<file path="config.mk">
export PLATFORM = sky130hd
export DESIGN_NAME = shift_loader_flat
export DESIGN_NICKNAME = d
export VERILOG_FILES = /design/src/rtl/shift_loader_if.sv /design/src/rtl/shift_loader.sv /design/src/flat_wrapper.sv
export SDC_FILE = /design/constraint.sdc
export NUM_CORES = 1
export LEC_CHECK = 0
export CELL_PAD_IN_SITES_DETAIL_PLACEMENT = 0
export CELL_PAD_IN_SITES_GLOBAL_PLACEMENT = 1
export CORE_MARGIN = 2
export CORE_UTILIZATION = 44
export CTS_BUF_LIST = sky130_fd_sc_hd__clkbuf_16
export CTS_CLUSTER_DIAMETER = 30
export DETAILED_ROUTE_END_ITERATION = 10
export PLACE_DENSITY = 0.91
export SYNTH_ARGS = -nofsm -noshare
export SYNTH_HDL_FRONTEND = slang
export SYNTH_SLANG_ARGS = --single-unit
</file>
<file path="constraint.sdc">
create_clock -name i_clk -period 4.5 [get_ports i_clk]
set_input_delay 1.125 -clock i_clk [delete_from_list [all_inputs] [get_ports i_clk]]
set_output_delay 1.125 -clock i_clk [all_outputs]
set_load 0.02 [all_outputs]
</file>
<file path="src/rtl/shift_loader_if.sv">
// Upstream word handshake between a word producer and shift_loader.
// The producer uses the master modport, the loader uses the slave modport.
interface shift_loader_if #(
    parameter int unsigned WIDTH = 16
) ();

    logic             in_valid;
    logic             in_ready;
    logic [WIDTH-1:0] in_data;
    logic             in_dir;

    modport master (
        output in_valid,
        output in_data,
        output in_dir,
        input  in_ready
    );

    modport slave (
        input  in_valid,
        input  in_data,
        input  in_dir,
        output in_ready
    );

endinterface

</file>
<file path="src/rtl/shift_loader.sv">
// shift_loader: parallel-to-serial loader feeding a WIDTH-bit serial shift register.
// A word accepted over the handshake is driven out on d/en/dir for exactly WIDTH
// cycles. That is followed by a one-cycle frame_done pulse and a GAP-cycle idle
// gap before the next word can be accepted.
// WIDTH must be >= 2 and GAP must be >= 1.
module shift_loader #(
    parameter int unsigned WIDTH = 16,
    parameter int unsigned GAP   = 2
) (
    input  logic          i_clk,
    input  logic          i_rst,
    shift_loader_if.slave i_bus,
    output logic          o_d,
    output logic          o_en,
    output logic          o_dir,
    output logic          o_busy,
    output logic          o_frame_done
);

    localparam int unsigned CNT_W = $clog2(WIDTH);
    localparam int unsigned GAP_W = $clog2(GAP + 1);

    localparam logic [CNT_W-1:0] BIT_LAST = CNT_W'(WIDTH - 1);
    localparam logic [GAP_W-1:0] GAP_LAST = GAP_W'(GAP - 1);

    localparam logic [1:0] ST_IDLE  = 2'd0;
    localparam logic [1:0] ST_SHIFT = 2'd1;
    localparam logic [1:0] ST_GAP   = 2'd2;

    // State and datapath registers.
    logic [1:0]       r_state;
    logic [WIDTH-1:0] r_word;
    logic             r_dir;
    logic [CNT_W-1:0] r_bit_cnt;
    logic [GAP_W-1:0] r_gap_cnt;

    // Registered outputs.
    logic             r_d;
    logic             r_en;
    logic             r_frame_done;
    logic             r_in_ready;

    // Next-state values.
    logic [1:0]       w_state;
    logic [WIDTH-1:0] w_word;
    logic             w_dir;
    logic [CNT_W-1:0] w_bit_cnt;
    logic [GAP_W-1:0] w_gap_cnt;
    logic             w_d;
    logic             w_en;
    logic             w_frame_done;
    logic             w_in_ready;

    logic             w_accept;
    logic [WIDTH-1:0] w_word_shifted;
    logic             w_next_bit;

    // r_in_ready is only ever set while idle, so it alone qualifies the handshake.
    assign w_accept = i_bus.in_valid && r_in_ready && (r_state == ST_IDLE);

    // The word register is shifted so the bit to send next always sits at a fixed
    // position next to the one currently on d: bit WIDTH-2 for MSB-first, bit 1
    // for LSB-first.
    assign w_word_shifted = r_dir ? (r_word >> 1) : (r_word << 1);
    assign w_next_bit     = r_dir ? r_word[1] : r_word[WIDTH-2];

    // Next-state and next-output decode for the IDLE/SHIFT/GAP sequence.
    always_comb begin
        w_state      = r_state;
        w_word       = r_word;
        w_dir        = r_dir;
        w_bit_cnt    = r_bit_cnt;
        w_gap_cnt    = r_gap_cnt;
        w_d          = r_d;
        w_en         = r_en;
        w_frame_done = 1'b0;
        w_in_ready   = r_in_ready;

        case (r_state)
            ST_IDLE: begin
                w_en       = 1'b0;
                w_d        = 1'b0;
                w_in_ready = 1'b1;
                if (w_accept) begin
                    w_word     = i_bus.in_data;
                    w_dir      = i_bus.in_dir;
                    w_bit_cnt  = '0;
                    // Shift 0 goes out in the cycle right after the handshake.
                    w_d        = i_bus.in_dir ? i_bus.in_data[0] : i_bus.in_data[WIDTH-1];
                    w_en       = 1'b1;
                    w_in_ready = 1'b0;
                    w_state    = ST_SHIFT;
                end
            end

            ST_SHIFT: begin
                w_in_ready = 1'b0;
                if (r_bit_cnt == BIT_LAST) begin
                    // Last shift is on d now; the downstream register is full
                    // after this edge.
                    w_en         = 1'b0;
                    w_d          = 1'b0;
                    w_frame_done = 1'b1;
                    w_gap_cnt    = '0;
                    w_state      = ST_GAP;
                end else begin
                    w_bit_cnt = r_bit_cnt + 1'b1;
                    w_word    = w_word_shifted;
                    w_d       = w_next_bit;
                    w_en      = 1'b1;
                end
            end

            ST_GAP: begin
                w_en       = 1'b0;
                w_d        = 1'b0;
                w_in_ready = 1'b0;
                if (r_gap_cnt == GAP_LAST) begin
                    w_in_ready = 1'b1;
                    w_state    = ST_IDLE;
                end else begin
                    w_gap_cnt = r_gap_cnt + 1'b1;
                end
            end

            default: begin
                w_en       = 1'b0;
                w_d        = 1'b0;
                w_in_ready = 1'b0;
                w_state    = ST_IDLE;
            end
        endcase
    end

    // State and output registers. Reset drops any partial frame without frame_done.
    always_ff @(posedge i_clk) begin
        if (i_rst) begin
            r_state      <= ST_IDLE;
            r_word       <= '0;
            r_dir        <= 1'b0;
            r_bit_cnt    <= '0;
            r_gap_cnt    <= '0;
            r_d          <= 1'b0;
            r_en         <= 1'b0;
            r_frame_done <= 1'b0;
            r_in_ready   <= 1'b0;
        end else begin
            r_state      <= w_state;
            r_word       <= w_word;
            r_dir        <= w_dir;
            r_bit_cnt    <= w_bit_cnt;
            r_gap_cnt    <= w_gap_cnt;
            r_d          <= w_d;
            r_en         <= w_en;
            r_frame_done <= w_frame_done;
            r_in_ready   <= w_in_ready;
        end
    end

    assign i_bus.in_ready = r_in_ready;
    assign o_d            = r_d;
    assign o_en           = r_en;
    assign o_dir          = r_dir;
    assign o_frame_done   = r_frame_done;
    assign o_busy         = (r_state != ST_IDLE);

endmodule

</file>
<file path="src/flat_wrapper.sv">
// flat-port wrapper written by rule: the top's interface ports become plain ports
module shift_loader_flat 
#(
    parameter int unsigned WIDTH = 16,
    parameter int unsigned GAP   = 2
)
  (i_clk, i_rst, o_d, o_en, o_dir, o_busy, o_frame_done, i_bus_in_valid, i_bus_in_data, i_bus_in_dir, i_bus_in_ready);
  shift_loader_if #(.WIDTH(WIDTH)) i_bus_i ();
  input  logic i_clk;
  input  logic i_rst;
  output logic o_d;
  output logic o_en;
  output logic o_dir;
  output logic o_busy;
  output logic o_frame_done;
  input wire logic [$bits(i_bus_i.in_valid)-1:0] i_bus_in_valid;
  input wire logic [$bits(i_bus_i.in_data)-1:0] i_bus_in_data;
  input wire logic [$bits(i_bus_i.in_dir)-1:0] i_bus_in_dir;
  output wire logic [$bits(i_bus_i.in_ready)-1:0] i_bus_in_ready;
  assign i_bus_i.in_valid = i_bus_in_valid;
  assign i_bus_i.in_data = i_bus_in_data;
  assign i_bus_i.in_dir = i_bus_in_dir;
  assign i_bus_in_ready = i_bus_i.in_ready;
  shift_loader #(.WIDTH(WIDTH), .GAP(GAP)) u_core (.i_clk(i_clk), .i_rst(i_rst), .i_bus(i_bus_i), .o_d(o_d), .o_en(o_en), .o_dir(o_dir), .o_busy(o_busy), .o_frame_done(o_frame_done));
endmodule
</file>
==> impl_metrics.tcl <==
set metrics [dict create \
    outcome "completed" \
    ys_ff_latch 29 \
    die_h_um 66.74 \
    cts.sinks 29 \
    yosysWarnings 0 \
    fin_crit_sh_pct 64.62 \
    cp.arrival_ps 3060 \
    cts_root_buffer "clkbuf_16" \
    num-nets-final 236 \
    relSlewSlack_pct 45.92 \
    post-cts-setup-buffer-count 0 \
    min_path_type "reg -> reg" \
    place_area_um2 1982 \
    place_congestion 0.7681 \
    rsz0062_at_grt "false" \
    final-setup-viol-count 0 \
    syn_to_final_growth_pct 22.40 \
    crit_required_ps 4650 \
    clkTransAtPathRegs_ps 50 \
    initial_core_util_pct 46.60 \
    setup_tns_ps 0 \
    clock.fmax_mhz 343.9 \
    cts_made_buffers 5 \
    synthCells 189 \
    grt_pass1_vias 1400 \
    r2r_start "u_core.r_state[1]$_SDFFE_PP0P_" \
    hold_violations 0 \
    diodes 0 \
    dpl.hpwl_um 2522 \
    power_density_nw_per_um2 501.4 \
    clk_latency_ps 270 \
    drt-initial-drc-count 77 \
    overflow 0 \
    grt_pass1_wl_um 6203 \
    ant_nets 0 \
    drc 0 \
    ioPinCount 26 \
    maxSlewViolCount 0 \
    ys_seq_area_share_pct 33.53 \
    maxCapViolCount 0 \
    skew_ps 5.617 \
    dr.pass1.iters 4 \
    synth_cell_types 36 \
    leakagePower_uw 0.0008317 \
    fin_crit_ps 2908 \
    syn_area_per_cell_um2 9.162 \
    clkPwrFrac_pct 28.7 \
    wl_per_cell_um 14.27 \
    core_um2 3716 \
    stdcell_area_um2 2120 \
    tightest_slew_ps 811.3 \
    combPwrFrac_pct 37.2 \
    syn_nets 215 \
    ctsResizeCount 0 \
    viasPerCell 5.587 \
    irDropWorstVdd_mv 0.1570 \
    final_util_pct 57.04 \
    synth_area_leader_cell "dfxtp_1" \
    htree_levels 2 \
    final_cell_mix "32 x mux2i_1, 29 x dfxtp_1, 25 x clkdlybuf4s50_1" \
    min_from "u_core.r_gap_cnt[1]$_SDFFE_PP0P_" \
    final_common_cell "mux2i_1" \
    drive_gt1_share_pct 7.583 \
    p_sw_uw 365.3 \
    cellInternalPower_uw 697.5 \
    synth_top_area_share_pct 33.53 \
    seqPwrFrac_pct 34.1 \
    postCtsHoldBufs 0 \
    crit_fanout 15 \
    num_rows 22 \
    crit_path_end_kind "register" \
    antenna_found_initial 0 \
    synth_area_um2 1732 \
    worstSetupStartpoint "i_bus_in_valid" \
    routed_wl_um 3697 \
    swShare_pct 34.37 \
    ys_top_cells_by_area "dfxtp_1 34%, mux2i_1 18%, a211o_1 7.6%, nand2b_1 6.9%, ha_1 4.3%" \
    die_area_um2 4454 \
    startpoint_type "primary input" \
    grt_max_degree 27 \
    holdWs_ps 480.0 \
    critPathKind "in -> reg" \
    die_x_um 66.74 \
    globalRouteTotalUtil_pct 18.32 \
    clock_path_buffers 2 \
    cts_tree "yes" \
    portBuffers 25 \
    vias 1447 \
]
## layer usage
| layer | vias up | part of all wire (%) | GRT usage, % |
|---|---|---|---|
| met4 | 0 | 1.2 | 6.633 |
| met1 | 691 | 47 | 21.85 |
| met5 | - | 0 | 0 |
| li1 | 719 | - | - |
| met2 | 32 | 47 | 31.25 |
| met3 | 5 | 4.7 | 5.068 |
## final cells by class
| cell class | instances | area (um^2) |
|---|---|---|
| multi-input cells | 140 | 1046 |
| clock buffers | 5 | 125.1 |
| well taps | 48 | 60.06 |
| repair buffers | 28 | 272.8 |
| flip-flops and latches | 29 | 580.6 |
| inverters | 6 | 22.52 |
| fillers | 348 | 1597 |
| clock inverters | 3 | 12.51 |
## power groups by stage
stage                     registers (uW)  logic [uW]  clock network [uW]
after floorplan                      359         325                   0
after global placement               362         386                   0
after detailed placement             366         395                   0
after CTS                            361         398                 310
after global routing                 369         440                 318
final                                363         395                 305
## cells in the mapped netlist
master / count
and3_2: 1
mux2i_1: 32
nand4_1: 2
and2_1: 1
buf_6: 1
or3_1: 2
a21bo_2: 1
a21oi_1: 6
clkbuf_1: 8
mux2_2: 2
a211oi_1: 3
a21boi_2: 1
and4_4: 1
nand2_1: 1
buf_2: 2
nor4_1: 1
a211o_1: 15
o21ai_0: 2
o31ai_1: 3
a31oi_1: 2
o32a_1: 1
buf_12: 1
ha_1: 6
buf_4: 1
inv_1: 6
nor2b_1: 3
dfxtp_1: 29
a2111o_1: 1
buf_1: 1
or4_1: 1
nor3_1: 5
nand2b_1: 19
nand3_1: 6
nand3b_1: 2
nor2_1: 19
nand3_2: 1
## worst max-delay path, stage by stage
cell	delay, ps
clkdlybuf4s50_1	460
a21boi_2	360
or3_1	700
mux2_2	410
## stage by stage
| step | std cells | power (uW) | setup WS, ps |
|---|---|---|---|
| after floorplan | 189 | 684.4 | 2385 |
| after detailed placement | 251 | 761.0 | 1310 |
| after CTS | 259 | 1069 | 1588 |
| after global routing | 259 | 1127 | 1461 |
| final | 259 | 1063 | 1592 |
| after global placement | 251 | 747.8 | 1354 |
## path summary, 6_finish.rpt
path / to / slack [ps] / cells past startpoint
max: u_core.r_word[15]$_SDFFE_PP0P_ / 1590 / 4
min: u_core.r_gap_cnt[1]$_SDFFE_PP0P_ / 480 / 2
max reg2reg: u_core.r_word[15]$_SDFFE_PP0P_ / 1780 / 5
min reg2reg: u_core.r_gap_cnt[1]$_SDFFE_PP0P_ / 480 / 2
## state kept, by name, indices dropped and copies added (netlist names)
name and flops:
u_core.o_en 1, u_core.o_frame_done 1, u_core.i_bus.in_ready 1, u_core.o_dir 1
u_core.r_state 2, u_core.r_word 16, u_core.r_bit_cnt 4, u_core.o_d 1
u_core.r_gap_cnt 2
## cells by family after synthesis
family,after synthesis,share of synthesized area [%]
simple gates,65,20.59
compound gates,35,15.68
mux,34,19.80
flops,29,33.53
buf+inv,20,6.069
fa+ha+maj,6,4.335
No activity file was read; power rests on OpenSTA's default activity.
